$ cat src/rtl/mcf_drain_engine_pkg.sv
// Shared types and helpers for the multichannel FIFO drain engine.
// Holds the scan state encoding, the channel-index width helper and the
// burst counter width used by mcf_drain_engine and its sub-module.
package mcf_pkg;

   // Width of the per-visit burst counter (visits are limited to 1..255 words).
   localparam int burst_w = 8;

   // Scan states. SETTLE is the reset state and the entry point after any
   // RCS change or output handshake, so the FIFO's registered REMPTY/DO have
   // caught up before CHECK looks at them.
   typedef enum logic [1:0] {
      SETTLE = 2'd0,
      CHECK  = 2'd1,
      OUT    = 2'd2,
      IDLE   = 2'd3
   } state_t;

   // Number of bits needed to index 'value' items (never less than 1).
   function automatic int clogb2(input int value);
      int result;
      result = 0;
      for (int i = 0; i < 31; i++) begin
         if ((1 << i) < value) result = i + 1;
      end
      return (result < 1) ? 1 : result;
   endfunction

endpackage

$ cat src/rtl/mcf_drain_engine_if.sv
// Bus bundle between the drain engine, the multichannel FIFO read port and
// the downstream valid/ready stream. The engine takes the master view; the
// FIFO plus the stream sink take the slave view.
interface mcf_drain_engine_if #(
   parameter int CW    = 4,
   parameter int Width = 32
);

   // FIFO read port
   logic [CW-1:0]    RCS;
   logic             REMPTY;
   logic             RD;
   logic [Width-1:0] DO;
   // FIFO timeout report
   logic             SKIP;
   logic [CW-1:0]    STT;
   // Output stream
   logic             M_VALID;
   logic             M_READY;
   logic [Width-1:0] M_DATA;
   logic [CW-1:0]    M_CH;
   logic             M_LAST;

   modport master (
      output RCS, RD, M_VALID, M_DATA, M_CH, M_LAST,
      input  REMPTY, DO, SKIP, STT, M_READY
   );

   modport slave (
      input  RCS, RD, M_VALID, M_DATA, M_CH, M_LAST,
      output REMPTY, DO, SKIP, STT, M_READY
   );

endinterface

$ cat src/rtl/mcf_drain_engine_chan_pick.sv
// Next-channel selector for the drain engine. Purely combinational: if any
// channel is pending, the lowest-index one is chosen and a one-hot mask for
// clearing it is returned; otherwise the next channel is round-robin,
// wrapping from Channels-1 back to 0.
module mcf_chan_pick #(
   parameter int Channels = 16,
   parameter int CW       = 4
) (
   input  logic [CW-1:0]       cur_ch,
   input  logic [Channels-1:0] pending,
   output logic [CW-1:0]       next_ch,
   output logic [Channels-1:0] clr_mask
);

   // Priority pick over the pending vector, round-robin fallback.
   always_comb begin
      logic found;
      // NOTE: every output gets a default before any conditional assignment,
      // so no path leaves a value unassigned and no latch is inferred.
      found    = 1'b0;
      clr_mask = '0;
      next_ch  = (cur_ch == CW'(Channels - 1)) ? '0 : cur_ch + 1'b1;
      for (int i = 0; i < Channels; i++) begin
         if (pending[i] && !found) begin
            found       = 1'b1;
            next_ch     = CW'(i);
            clr_mask[i] = 1'b1;
         end
      end
   end

endmodule

$ cat src/rtl/mcf_drain_engine.sv
// Multichannel FIFO drain engine.
// Scans FIFO channels round-robin, reads up to MaxBurst words per visit and
// presents each on a valid/ready stream tagged with its channel number.
// The FIFO's REMPTY and DO are registered against RCS and its read pointer,
// so every RCS change and every read is followed by a SETTLE cycle before
// the flags are trusted again; RD therefore fires at most once per 3 cycles.
// Optional feature macro: MCF_DRAIN_SKIP_PRIO_EN -- channels reported through
// SKIP/STT are remembered and visited ahead of round-robin order.
module mcf_drain_engine
   import mcf_pkg::*;
#(
   parameter int Channels = 16,
   parameter int Width    = 32,
   parameter int MaxBurst = 4
) (
   input  logic CLK,
   input  logic RESET,
   input  logic EN,
   mcf_drain_engine_if.master bus
);

   localparam int CW = clogb2(Channels);
   localparam logic [burst_w-1:0] burst_max = burst_w'(MaxBurst);

   state_t               state;
   logic [burst_w-1:0]   burst;
   logic [CW-1:0]        rcs;
   logic                 m_valid;
   logic [Width-1:0]     m_data;
   logic [CW-1:0]        m_ch;
   logic                 m_last;

   logic                 at_limit;
   logic                 read_now;
   logic                 advance;
   logic [CW-1:0]        next_ch;
   logic [Channels-1:0]  clr_mask;
   logic [Channels-1:0]  pick_pending;

   // A visit ends when the burst budget is spent or the channel runs dry.
   assign at_limit = (burst == burst_max);
   assign read_now = (state == CHECK) && EN && !bus.REMPTY && !at_limit;
   assign advance  = (state == CHECK) && EN && (bus.REMPTY || at_limit);

   assign bus.RD      = read_now;
   assign bus.RCS     = rcs;
   assign bus.M_VALID = m_valid;
   assign bus.M_DATA  = m_data;
   assign bus.M_CH    = m_ch;
   assign bus.M_LAST  = m_last;

   mcf_chan_pick #(
      .Channels (Channels),
      .CW       (CW)
   ) u_pick (
      .cur_ch   (rcs),
      .pending  (pick_pending),
      .next_ch  (next_ch),
      .clr_mask (clr_mask)
   );

`ifdef MCF_DRAIN_SKIP_PRIO_EN
   logic [Channels-1:0] pending;
   logic [Channels-1:0] set_mask;
   logic [Channels-1:0] clear_mask;

   // Decode the timeout report into a one-hot set request.
   always_comb begin
      set_mask = '0;
      if (bus.SKIP) set_mask = Channels'(1) << bus.STT;
   end

   assign clear_mask = advance ? clr_mask : '0;

   // Pending timeouts; OR-ing the set after the clear lets a same-cycle set win.
   always_ff @(posedge CLK or negedge RESET) begin
      if (!RESET) begin
         pending <= '0;
      end else begin
         pending <= (pending & ~clear_mask) | set_mask;
      end
   end

   assign pick_pending = pending;
`else
   assign pick_pending = '0;
`endif

   // Scan FSM with registered FIFO select and output stream registers.
   always_ff @(posedge CLK or negedge RESET) begin
      if (!RESET) begin
         // NOTE: the output data register is reset as well as the control
         // state, so M_DATA reads 0 after reset rather than a stale word.
         state   <= SETTLE;
         burst   <= '0;
         rcs     <= '0;
         m_valid <= 1'b0;
         m_data  <= '0;
         m_ch    <= '0;
         m_last  <= 1'b0;
      end else begin
         // NOTE: non-blocking assignments throughout, so every branch reads
         // the pre-edge values of burst/rcs regardless of statement order.
         case (state)
            SETTLE: begin
               state <= CHECK;
            end

            CHECK: begin
               if (!EN) begin
                  state <= IDLE;
               end else if (bus.REMPTY || at_limit) begin
                  rcs   <= next_ch;
                  burst <= '0;
                  state <= SETTLE;
               end else begin
                  m_data  <= bus.DO;
                  m_ch    <= rcs;
                  m_last  <= ((burst + 1'b1) == burst_max);
                  m_valid <= 1'b1;
                  burst   <= burst + 1'b1;
                  state   <= OUT;
               end
            end

            OUT: begin
               if (bus.M_READY) begin
                  m_valid <= 1'b0;
                  state   <= SETTLE;
               end
            end

            IDLE: begin
               if (EN) state <= SETTLE;
            end

            default: begin
               state <= SETTLE;
            end
         endcase
      end
   end

endmodule

$ cat src/flat_wrapper.sv
// flat-port wrapper written by rule: the top's interface ports become plain ports
module mcf_drain_engine_flat import mcf_pkg::*;
#(
   parameter int Channels = 16,
   parameter int Width    = 32,
   parameter int MaxBurst = 4
)
  (CLK, RESET, EN, bus_RCS, bus_RD, bus_M_VALID, bus_M_DATA, bus_M_CH, bus_M_LAST, bus_REMPTY, bus_DO, bus_SKIP, bus_STT, bus_M_READY);
  mcf_drain_engine_if #(.CW((clogb2(Channels))), .Width(Width)) bus_i ();
  input  logic CLK;
  input  logic RESET;
  input  logic EN;
  output wire logic [$bits(bus_i.RCS)-1:0] bus_RCS;
  output wire logic [$bits(bus_i.RD)-1:0] bus_RD;
  output wire logic [$bits(bus_i.M_VALID)-1:0] bus_M_VALID;
  output wire logic [$bits(bus_i.M_DATA)-1:0] bus_M_DATA;
  output wire logic [$bits(bus_i.M_CH)-1:0] bus_M_CH;
  output wire logic [$bits(bus_i.M_LAST)-1:0] bus_M_LAST;
  input wire logic [$bits(bus_i.REMPTY)-1:0] bus_REMPTY;
  input wire logic [$bits(bus_i.DO)-1:0] bus_DO;
  input wire logic [$bits(bus_i.SKIP)-1:0] bus_SKIP;
  input wire logic [$bits(bus_i.STT)-1:0] bus_STT;
  input wire logic [$bits(bus_i.M_READY)-1:0] bus_M_READY;
  assign bus_RCS = bus_i.RCS;
  assign bus_RD = bus_i.RD;
  assign bus_M_VALID = bus_i.M_VALID;
  assign bus_M_DATA = bus_i.M_DATA;
  assign bus_M_CH = bus_i.M_CH;
  assign bus_M_LAST = bus_i.M_LAST;
  assign bus_i.REMPTY = bus_REMPTY;
  assign bus_i.DO = bus_DO;
  assign bus_i.SKIP = bus_SKIP;
  assign bus_i.STT = bus_STT;
  assign bus_i.M_READY = bus_M_READY;
  mcf_drain_engine #(.Channels(Channels), .Width(Width), .MaxBurst(MaxBurst)) u_core (.CLK(CLK), .RESET(RESET), .EN(EN), .bus(bus_i));
endmodule
$ cat config.mk
export PLATFORM = sky130hd
export DESIGN_NAME = mcf_drain_engine_flat
export DESIGN_NICKNAME = d
export VERILOG_FILES = /design/src/rtl/mcf_drain_engine_pkg.sv /design/src/rtl/mcf_drain_engine_if.sv /design/src/rtl/mcf_drain_engine_chan_pick.sv /design/src/rtl/mcf_drain_engine.sv /design/src/flat_wrapper.sv
export SDC_FILE = /design/constraint.sdc
export NUM_CORES = 1
export LEC_CHECK = 0
export ABC_AREA = 1
export BUFFER_PORTS_ARGS = -buffer_cell sky130_fd_sc_hd__buf_4
export CELL_PAD_IN_SITES_DETAIL_PLACEMENT = 0
export CELL_PAD_IN_SITES_GLOBAL_PLACEMENT = 2
export CORE_MARGIN = 10
export CORE_UTILIZATION = 29
export CTS_CLUSTER_DIAMETER = 60
export DETAILED_ROUTE_END_ITERATION = 16
export PLACE_DENSITY_LB_ADDON = 0.1
export SETUP_SLACK_MARGIN = 0.4
export SLEW_MARGIN = 20
export SYNTH_ARGS = -nofsm -noshare
export SYNTH_HDL_FRONTEND = slang
export SYNTH_SLANG_ARGS = --single-unit
export TNS_END_PERCENT = 5
$ cat constraint.sdc
create_clock -name CLK -period 2.3 [get_ports CLK]
set_input_delay 0.46 -clock CLK [delete_from_list [all_inputs] [get_ports CLK]]
set_output_delay 0.46 -clock CLK [all_outputs]
set_load 0.1 [all_outputs]
==> results.md, run 1 <==
- Status: complete, no violations
- TritonCTS Buffers: 5
- RR Startpoint: u_core.burst[0]$_DFFE_PN0N_
- Pin count of the biggest net entering global routing: 53
- Clk buf depth: 2
- Final Max Slew Viols: 0
- Final setup viols: 0
- Syn avg cell area: 8.43 um^2
- Layout fillers: 838
- First-pass GRT wire length: 9730 um
- Antenna diodes: 0
- Post-DP HPWL: 4250 um
- GRT Util Overall: 10.4%
- R2R depth: 8
- Yosys reg bits: 52
- Residual DRC count: 0
- Commonest non-fill, non-tap cell in the layout: nand2_1
- CTS sink count: 52
- Max FO, Critical Path: 2
- Crit path capture type: output pin
- # hold bufs at CTS: 0
- Drt wl/cell: 13.2 um
- R2R Setup Slk: 600 ps
- Worst hold-check path type: in2async
- Worst Path Required: 1840 ps
- Final setup TNS: 0 ps
- Routed WL: 6100 um
- Setup Crit Path Kind: reg2out
- CTS H-Tree Depth: 2
- Layout cells sized above 1: 30.6%
- Total number of vias: 1931
- CTS tree: built
- Syn Inst Count: 271
- Data arrival, critical path: 1400 ps
- I/O Buffers: 79
- Worst reg2reg endpoint: u_core.burst[6]$_DFFE_PN0N_
- Final period util: 80.7%
- Seq/Total Area, Yosys: 57.0%
- Number of global-route vias before repair: 1953
- # Max-Cap Violations: 0
- Clock root buffer: clkbuf_8
- Avg Vias per Cell: 4.19
- Post-route ant nets: 0
- Final worst path period need: 1860 ps
- Ports: 85
- Mapped cell area: 2280 um^2
- Worst-Margin Slew: 693 ps
- Core Area: 7690 um^2
- Type of origin of the critical path: register
- Die Area: 11800 um^2
- GR Overflow Total: 0
- P&R area growth vs syn: 37.6%
- Commonest cells after routing, fill and taps aside: 139 x nand2_1, 88 x buf_4, 51 x dfrtp_1
- Total number of yosys warnings: 0
- Row count: 32
- Initial antenna violation count: 0
- Synth unique cells: 25
- Die X: 109 um
- Initial Util: 29.7%
- Utilization after layout: 40.9%
- Syn_nets: 317
- RSZ-0062 raised after global routing: false
- Slew HR: 53.8%
- GPL Wtd Cong: 0.706
- 1st-iter DRT viols: 65
- Final Skew: 5.93 ps
- Clock Latency Late Sink: 310 ps
- Final count of hold timing violations: 0
- F_max: 539 MHz
- Height of the chip: 109 um
- Drt pass-1 iters: 4
- Clock-pin slew on the worst setup and hold paths: 100 ps
- Layout Nets: 404
-- through the flow --
stage               instance area (um^2)  hold slack, ps  setup slack, ps  instances
global placement                    2970             454              449        446
floorplan                           2280             164              440        271
global route                        3140             239              398        461
CTS                                 3110             219              404        459
finish                              3140             185              445        461
detailed placement                  2970             460              435        446
-- repair_timing --
item	4_1_cts	5_1_grt
setup endpoints to repair	1	1
gates resized for setup	5	4
gates cloned	0	0
pin swaps	3	2
buffers inserted	5	2
-- synthesized netlist by cell type, drive strengths merged --
cell type	instances	share of area (%)
o22ai	2	0.55
a21oi	2	0.44
ha	4	2.2
o21bai	1	0.33
nor2	13	3.3
o21ai	12	2.6
inv	19	3.2
xor2	1	0.38
nand4	1	0.27
o221ai	1	0.38
nand3	12	2.8
dfrtp	52	57
xnor2	1	0.38
nand2	141	23
buf	9	2.7
-- critical path: stages (launching register included) --
cell	delay (ps)
dfrtp_1	400
inv_2	80
ha_4	140
nand3_4	60
nor2_4	190
nor2_8	60
buf_12	160
-- flip-flops by register name (all words and copies together), names as in the netlist --
register            cells
u_core.bus.M_DATA      32
u_core.bus.M_LAST       1
u_core.burst            8
u_core.state            2
u_core.bus.M_CH         4
u_core.bus.RCS          4
u_core.bus.M_VALID      1
-- kinds of logic (layout without fill, tap and decap cells) --
group           after synthesis  in the layout  synth area share, %
simple gates                167            167                 29.8
flops                        52             52                 57.0
fa+ha+maj                     4              4                 2.19
xor+xnor                      2              2                0.767
compound gates               18             18                 4.33
buf+inv                      28            116                 5.92
-- worst max-delay path by stage --
stage	endpoint	from	cells after the start
after floorplan	bus_RD	u_core.burst[0]$_DFFE_PN0N_	6
after global placement	bus_RD	EN	6
after detailed placement	bus_RD	EN	6
after CTS	bus_RD	u_core.burst[0]$_DFFE_PN0N_	6
after global routing	bus_RD	u_core.burst[0]$_DFFE_PN0N_	6
final	bus_RD	u_core.burst[0]$_DFFE_PN0N_	6
-- area by class of cell --
cell class                 instances  area, um^2  area share [%]
sequential                        52        1300            41.5
multi-input combinational        191         867            27.6
timing repair buffer              89         681            21.7
tap                              102         128            4.06
inverter                          19        73.8            2.35
clock buffer                       5        68.8            2.19
clock inverter                     3        21.3           0.677
-- layer usage --
layer,vias up,wire (um),GRT usage (%)
met2,48,2890,17.1
met3,5,527,4.66
met5,-,0,0
met4,0,75,3.11
met1,874,2610,11.9
li1,1004,-,-
Power of run 1 is left out: the tool's default activity adds up to more than one toggle a clock period on the data nets, which glitch-free logic cannot reach.
==> run 2, diff against run 1 <==
--- a/config.mk
+++ b/config.mk
@@ -10,7 +10,7 @@
 export CELL_PAD_IN_SITES_DETAIL_PLACEMENT = 0
 export CELL_PAD_IN_SITES_GLOBAL_PLACEMENT = 2
 export CORE_MARGIN = 10
-export CORE_UTILIZATION = 29
+export CORE_UTILIZATION = 24
 export CTS_CLUSTER_DIAMETER = 60
 export DETAILED_ROUTE_END_ITERATION = 16
 export PLACE_DENSITY_LB_ADDON = 0.1
==> constraint.sdc (replaced) <==
create_clock -name CLK -period 1.5 [get_ports CLK]
set_input_delay 0.3 -clock CLK [delete_from_list [all_inputs] [get_ports CLK]]
set_output_delay 0.3 -clock CLK [all_outputs]
set_load 0.1 [all_outputs]
==> run 2 against run 1 <==
  * Via count grew 5.6%
  * Critical path type unchanged
  * Largest cell class unchanged
  * Global-route usage shrank 0.52 points
  * The run now ends with negative setup slack left
  * Non-clock buffer count grew 22
  * Sequential share of layout area shrank 4.5 points
  * Worst hold slack lost 23 ps
==> results.md, run 2 (synthesized netlist as in run 1, its figures left out) <==
- Max reg flops: 32 (unchanged)
- Worst setup startpoint: u_core.burst[1]$_DFFE_PN0N_
- Worst-Margin Slew: 350 ps (-343 ps)
- Commonest cells after routing, fill and taps aside: 137 x nand2_1, 86 x buf_4, 48 x dfrtp_1
- CTS sink count: 52 (unchanged)
- Avg Vias per Cell: 4.00 (-4.5%)
- Clk buf depth: 2 (unchanged)
- Worst reg2reg endpoint: u_core.burst[3]$_DFFE_PN0N_
- Initial Util: 24.7% (-5.0 points)
- Final WS setup: -150 ps (-595 ps)
- Final count of hold timing violations: 0 (unchanged)
- Hold slack: 163 ps (-22.5 ps)
- RSZ-0062 raised after global routing: true
- RR Startpoint: u_core.burst[1]$_DFFE_PN0N_
- Pin count of the biggest net entering global routing: 30 (-43%)
- Post-DP HPWL: 4920 um (+16%)
- Utilization after layout: 38.5% (-2.4 points)
- Type of origin of the critical path: register
- F_max: 606 MHz
- I/O Buffers: 79 (unchanged)
- R2R Setup Slk: -80 ps (-680 ps)
- Layout Nets: 426 (+5.4%)
- Drt pass-1 iters: 4 (unchanged)
- GR Overflow Total: 0 (unchanged)
- Setup Crit Path Kind: reg2out
- Crit path capture type: output pin
- Ports: 85 (unchanged)
- GPL Wtd Cong: 0.716 (+1.4%)
- Layout cells sized above 1: 36.5% (+5.8 points)
- Commonest non-fill, non-tap cell in the layout: nand2_1
- Total number of vias: 2040 (+5.6%)
- Residual DRC count: 0 (unchanged)
- P&R area growth vs syn: 55.6%
- Initial antenna violation count: 0 (unchanged)
- Crit-path cells: inv_2, ha_4, nand3_4, nor2_4, nor2_8, buf_12
- First-pass GRT wire length: 11200 um (+15%)
- Final setup viols: 39 (+39)
- Row count: 35 (+9.4%)
- Status: complete, but fails checks
- CTS tree: built
- 1st-iter DRT viols: 96 (+48%)
- Final Skew: 8.68 ps (+2.75 ps)
- Slew HR: 76.6% (+23 points)
- Worst hold start: bus_M_READY
- Number of global-route vias before repair: 2186 (+12%)
- Clock root buffer: clkbuf_8
- CTS H-Tree Depth: 2 (unchanged)
- Worst hold-check path type: in2reg
- # Max-Cap Violations: 0 (unchanged)
- Placement Setup Slack: 9.63 ps (-425 ps)
- TritonCTS Buffers: 5 (unchanged)
- Core Area: 9240 um^2 (+20%)
- Final worst path period need: 1650 ps
- Clock Latency Late Sink: 310 ps (about the same)
- Die Area: 13800 um^2 (+17%)
- Worst setup path endpoint: bus_RD
- Height of the chip: 118 um (+8.1%)
- Die X: 118 um (+8.1%)
- Antenna diodes: 0 (unchanged)
- Routed WL: 6600 um (+8.1%)
- Worst Path Required: 1200 ps (-640 ps)
- Max FO, Critical Path: 2 (unchanged)
- Data arrival, critical path: 1350 ps (-50 ps)
- Violated checks: negative setup slack
- Critical path's largest stage delay: 400 ps (about the same)
- Final Max Slew Viols: 0 (unchanged)
- Post-route ant nets: 0 (unchanged)
- R2R depth: 10 (+2)
- Drt wl/cell: 12.9 um (-2.3%)
- Clock-pin slew on the worst setup and hold paths: 100 ps (about the same)
- GRT Util Overall: 9.84% (-0.52 points)
- Crit path max-delay cell type: dfrtp_1
- Final period util: 110%
## run 2: cell types whose count changed in the layout (fill, tap and decap cells not counted), moves of 3 or more
cell	previous run	this run
nor2_2	1	4
buf_6	0	14
o21ai_1	3	6
dfrtp_4	0	3
o21ai_0	9	6
dfrtp_1	51	48
nor2_1	10	7
buf_12	1	9
## run 2: layout make-up
class / instances / area, um^2
inverters: 19 / 83.8
flip-flops and latches: 52 / 1310
repair buffers: 111 / 1020
well taps: 129 / 161
clock buffers: 6 / 72.6
fillers: 994 / 5690
multi-input cells: 191 / 887
clock inverters: 2 / 16.3
## run 2: per-stage QoR
step / area, um^2 / std cells / setup TNS, ps
final: 3550 / 510 / -1380
after global routing: 3550 / 510 / -6110
after CTS: 3480 / 504 / -2960
after detailed placement: 3200 / 492 / 0
after global placement: 3200 / 492 / 0
after floorplan: 2330 / 271 / 0
## run 2: worst max-delay path, delay by kind of cell (launching register included)
kind	cells	cell delay [ps]
flip-flops	1	400
AND/OR/NAND/NOR	3	260
buffers and inverters	2	240
adder cells (fa/ha/maj)	1	140
## run 2: routing by layer
metal  GRT usage [%]  up-vias  part of all wire, %
met5               0        -                    0
met1            11.0      946                   43
li1                -     1045                    -
met4            2.55        0                 0.64
met3            4.60        2                  8.4
met2            16.4       47                   48
## run 2: worst min path at each step
stage | end | slack, ps | depth (start not counted)
floorplan | u_core.burst[0]$_DFFE_PN0N_ | 4 | 0
global placement | u_core.burst[3]$_DFFE_PN0N_ | 240 | 1
detailed placement | u_core.burst[3]$_DFFE_PN0N_ | 240 | 1
CTS | u_core.bus.M_VALID$_DFFE_PN0P_ | 150 | 2
global route | u_core.state[0]$_DFFE_PN0P_ | 150 | 2
finish | u_core.bus.M_VALID$_DFFE_PN0P_ | 160 | 2
## run 2: repair_timing
item	4_1_cts	5_1_grt
hold endpoints to repair	23	0
pin swaps	3	4
cloned	0	1
hold buffers	1	0
resized for setup	40	5
endpoints found under the setup margin	94	94
setup buffers	3	5
Power of run 2 is left out for the same reason.
==> run 3, diff against run 2 <==
--- a/config.mk
+++ b/config.mk
@@ -6,13 +6,14 @@
 export NUM_CORES = 1
 export LEC_CHECK = 0
 export ABC_AREA = 1
-export BUFFER_PORTS_ARGS = -buffer_cell sky130_fd_sc_hd__buf_4
 export CELL_PAD_IN_SITES_DETAIL_PLACEMENT = 0
 export CELL_PAD_IN_SITES_GLOBAL_PLACEMENT = 2
 export CORE_MARGIN = 10
-export CORE_UTILIZATION = 24
+export CORE_UTILIZATION = 31
 export CTS_CLUSTER_DIAMETER = 60
+export CTS_CLUSTER_SIZE = 40
 export DETAILED_ROUTE_END_ITERATION = 16
+export DONT_BUFFER_PORTS = 1
 export PLACE_DENSITY_LB_ADDON = 0.1
 export SETUP_SLACK_MARGIN = 0.4
 export SLEW_MARGIN = 20
==> run 3 against run 2 <==
  * The flow finishes with violations (negative hold slack, negative setup slack)
  * Sequential share of layout area shrank 0.70 points
  * Sequential cell count is the same
  * Utilization grew 12 points
  * Die area shrank 19%
  * Count of clock-buffer cells in the layout is the same
  * Clock skew grew 0.66 ps
  * First-iteration DRC count shrank 68%
  * Global-route usage grew 1.1 points
  * Non-clock buffer count shrank 50
  * Critical path depth is the same
  * Critical path type unchanged
  * Largest cell class unchanged
==> results.md, run 3 (synthesized netlist as in run 1, its figures left out) <==
- Status: complete, but fails checks
- Antenna diodes: 0 (unchanged)
- Initial antenna violation count: 0 (unchanged)
- Residual DRC count: 0 (unchanged)
- Final period util: 112% (+1.5 points)
- Layout Nets: 376 (-12%)
- Initial Util: 31.7% (+6.9 points)
- Worst hold-check path type: in2async
- Clock Latency Late Sink: 300 ps (about the same)
- Core Area: 7210 um^2 (-22%)
- Routed WL: 6180 um (-6.4%)
- Commonest non-fill, non-tap cell in the layout: nand2_1
- Final worst path period need: 1670 ps (+22.8 ps)
- Number of global-route vias before repair: 1863 (-15%)
- Placement Setup Slack: 59.4 ps (+49.8 ps)
- RSZ-0062 raised after global routing: true
- TritonCTS Buffers: 5 (unchanged)
- # Max-Cap Violations: 0 (unchanged)
- Commonest cells after routing, fill and taps aside: 131 x nand2_1, 48 x dfrtp_1, 45 x buf_12
- Clock root buffer: clkbuf_8
- I/O Buffers: 0 (-100%)
- Worst Path Required: 1200 ps (about the same)
- CTS H-Tree Depth: 2 (unchanged)
- Violated checks: negative hold slack, negative setup slack
- CTS sink count: 52 (unchanged)
- Layout cells sized above 1: 28.8% (-7.7 points)
- Setup Crit Path Kind: reg2out
- Post-route ant nets: 0 (unchanged)
- Height of the chip: 106 um (-10%)
- P&R area growth vs syn: 58.6%
- Die X: 106 um (-10%)
- Final Max Slew Viols: 0 (unchanged)
- Hold slack: -321 ps (-483 ps)
- Max reg flops: 32 (unchanged)
- Pin count of the biggest net entering global routing: 53 (+77%)
- Drt wl/cell: 14.4 um (+11%)
- Die Area: 11200 um^2 (-19%)
- Final Instance Area: 3620 um^2 (+1.9%)
- Final WS setup: -173 ps (-22.8 ps)
- Row count: 31 (-11%)
- Final setup viols: 43 (+10%)
- Total number of vias: 1875 (-8.1%)
- Crit path capture type: output pin
- Final setup TNS: -2410 ps (-1040 ps)
- Worst-Margin Slew: 343 ps (-6.97 ps)
- Ports: 85 (unchanged)
- Avg Vias per Cell: 4.37 (+9.3%)
- First-pass GRT wire length: 10100 um (-11%)
- GPL Wtd Cong: 0.719 (+0.43%)
- CTS tree: built
- Max FO, Critical Path: 8 (+6)
- Slew HR: 77.1% (+0.46 points)
- Final Skew: 9.34 ps (+0.665 ps)
- Drt pass-1 iters: 4 (unchanged)
- Post-DP HPWL: 4150 um (-16%)
- Final count of hold timing violations: 52 (+52)
- Clk buf depth: 2 (unchanged)
- R2R Setup Slk: -140 ps (-60 ps)
- GR Overflow Total: 0 (unchanged)
- Type of origin of the critical path: register
- Data arrival, critical path: 1370 ps (+20 ps)
- Area after DPL: 2780 um^2 (-13%)
- GRT Util Overall: 10.9% (+1.1 points)
- Clock-pin slew on the worst setup and hold paths: 100 ps (about the same)
- 1st-iter DRT viols: 31 (-68%)
- F_max: 598 MHz (-1.4%)
-- run 3: repair_timing --
action                     CTS  global route
cloned                       3             0
buffers inserted             5             4
setup endpoints to repair   94            94
hold endpoints to repair    52            52
resized for setup          130            19
pin swaps                    4             2
-- run 3: cell type report --
class	count	area, um^2
Clock buffer	6	82.6
Inverter	19	83.8
Clock inverter	1	8.76
Tap cell	99	124
Multi-Input combinational cell	191	908
Fill cell	713	3590
Timing Repair Buffer	61	1100
Sequential cell	52	1310
-- run 3: through the flow --
stage               utilization (%)  hold slack (ps)  std cells
floorplan                         -             4.41        271
global placement               38.6             6.22        410
detailed placement             38.6             6.35        410
CTS                            48.9             -333        425
global route                   50.2             -347        429
finish                         50.2             -321        429
-- run 3: path summary, 6_finish.rpt --
check,cells after the start,to,startpoint
worst min-delay path,0,u_core.bus.M_CH[3]$_DFFE_PN0P_,RESET
max in group asynchronous,0,u_core.state[1]$_DFFE_PN0P_,RESET
worst max-delay path,6,bus_RD,u_core.burst[1]$_DFFE_PN0N_
worst min register to register,1,u_core.state[0]$_DFFE_PN0P_,u_core.state[0]$_DFFE_PN0P_
worst max register to register,10,u_core.bus.M_DATA[30]$_DFFE_PN0P_,u_core.burst[1]$_DFFE_PN0N_
min in group CLK,1,u_core.state[0]$_DFFE_PN0P_,EN
-- run 3: layer usage --
metal | part of all wire [%] | GRT usage [%] | wire [um]
met3 | 8.0 | 4.99 | 497
met4 | 0.71 | 1.74 | 44
met1 | 44 | 14.1 | 2730
met5 | 0 | 0 | 0
met2 | 47 | 16.6 | 2900
-- run 3: critical path, stage by stage (launching register included) --
cell	delay, ps
dfrtp_1	410
inv_2	80
ha_4	140
nand3_4	60
nor2_4	160
nor2_8	50
buf_12	160
Power of run 3 is left out for the same reason.
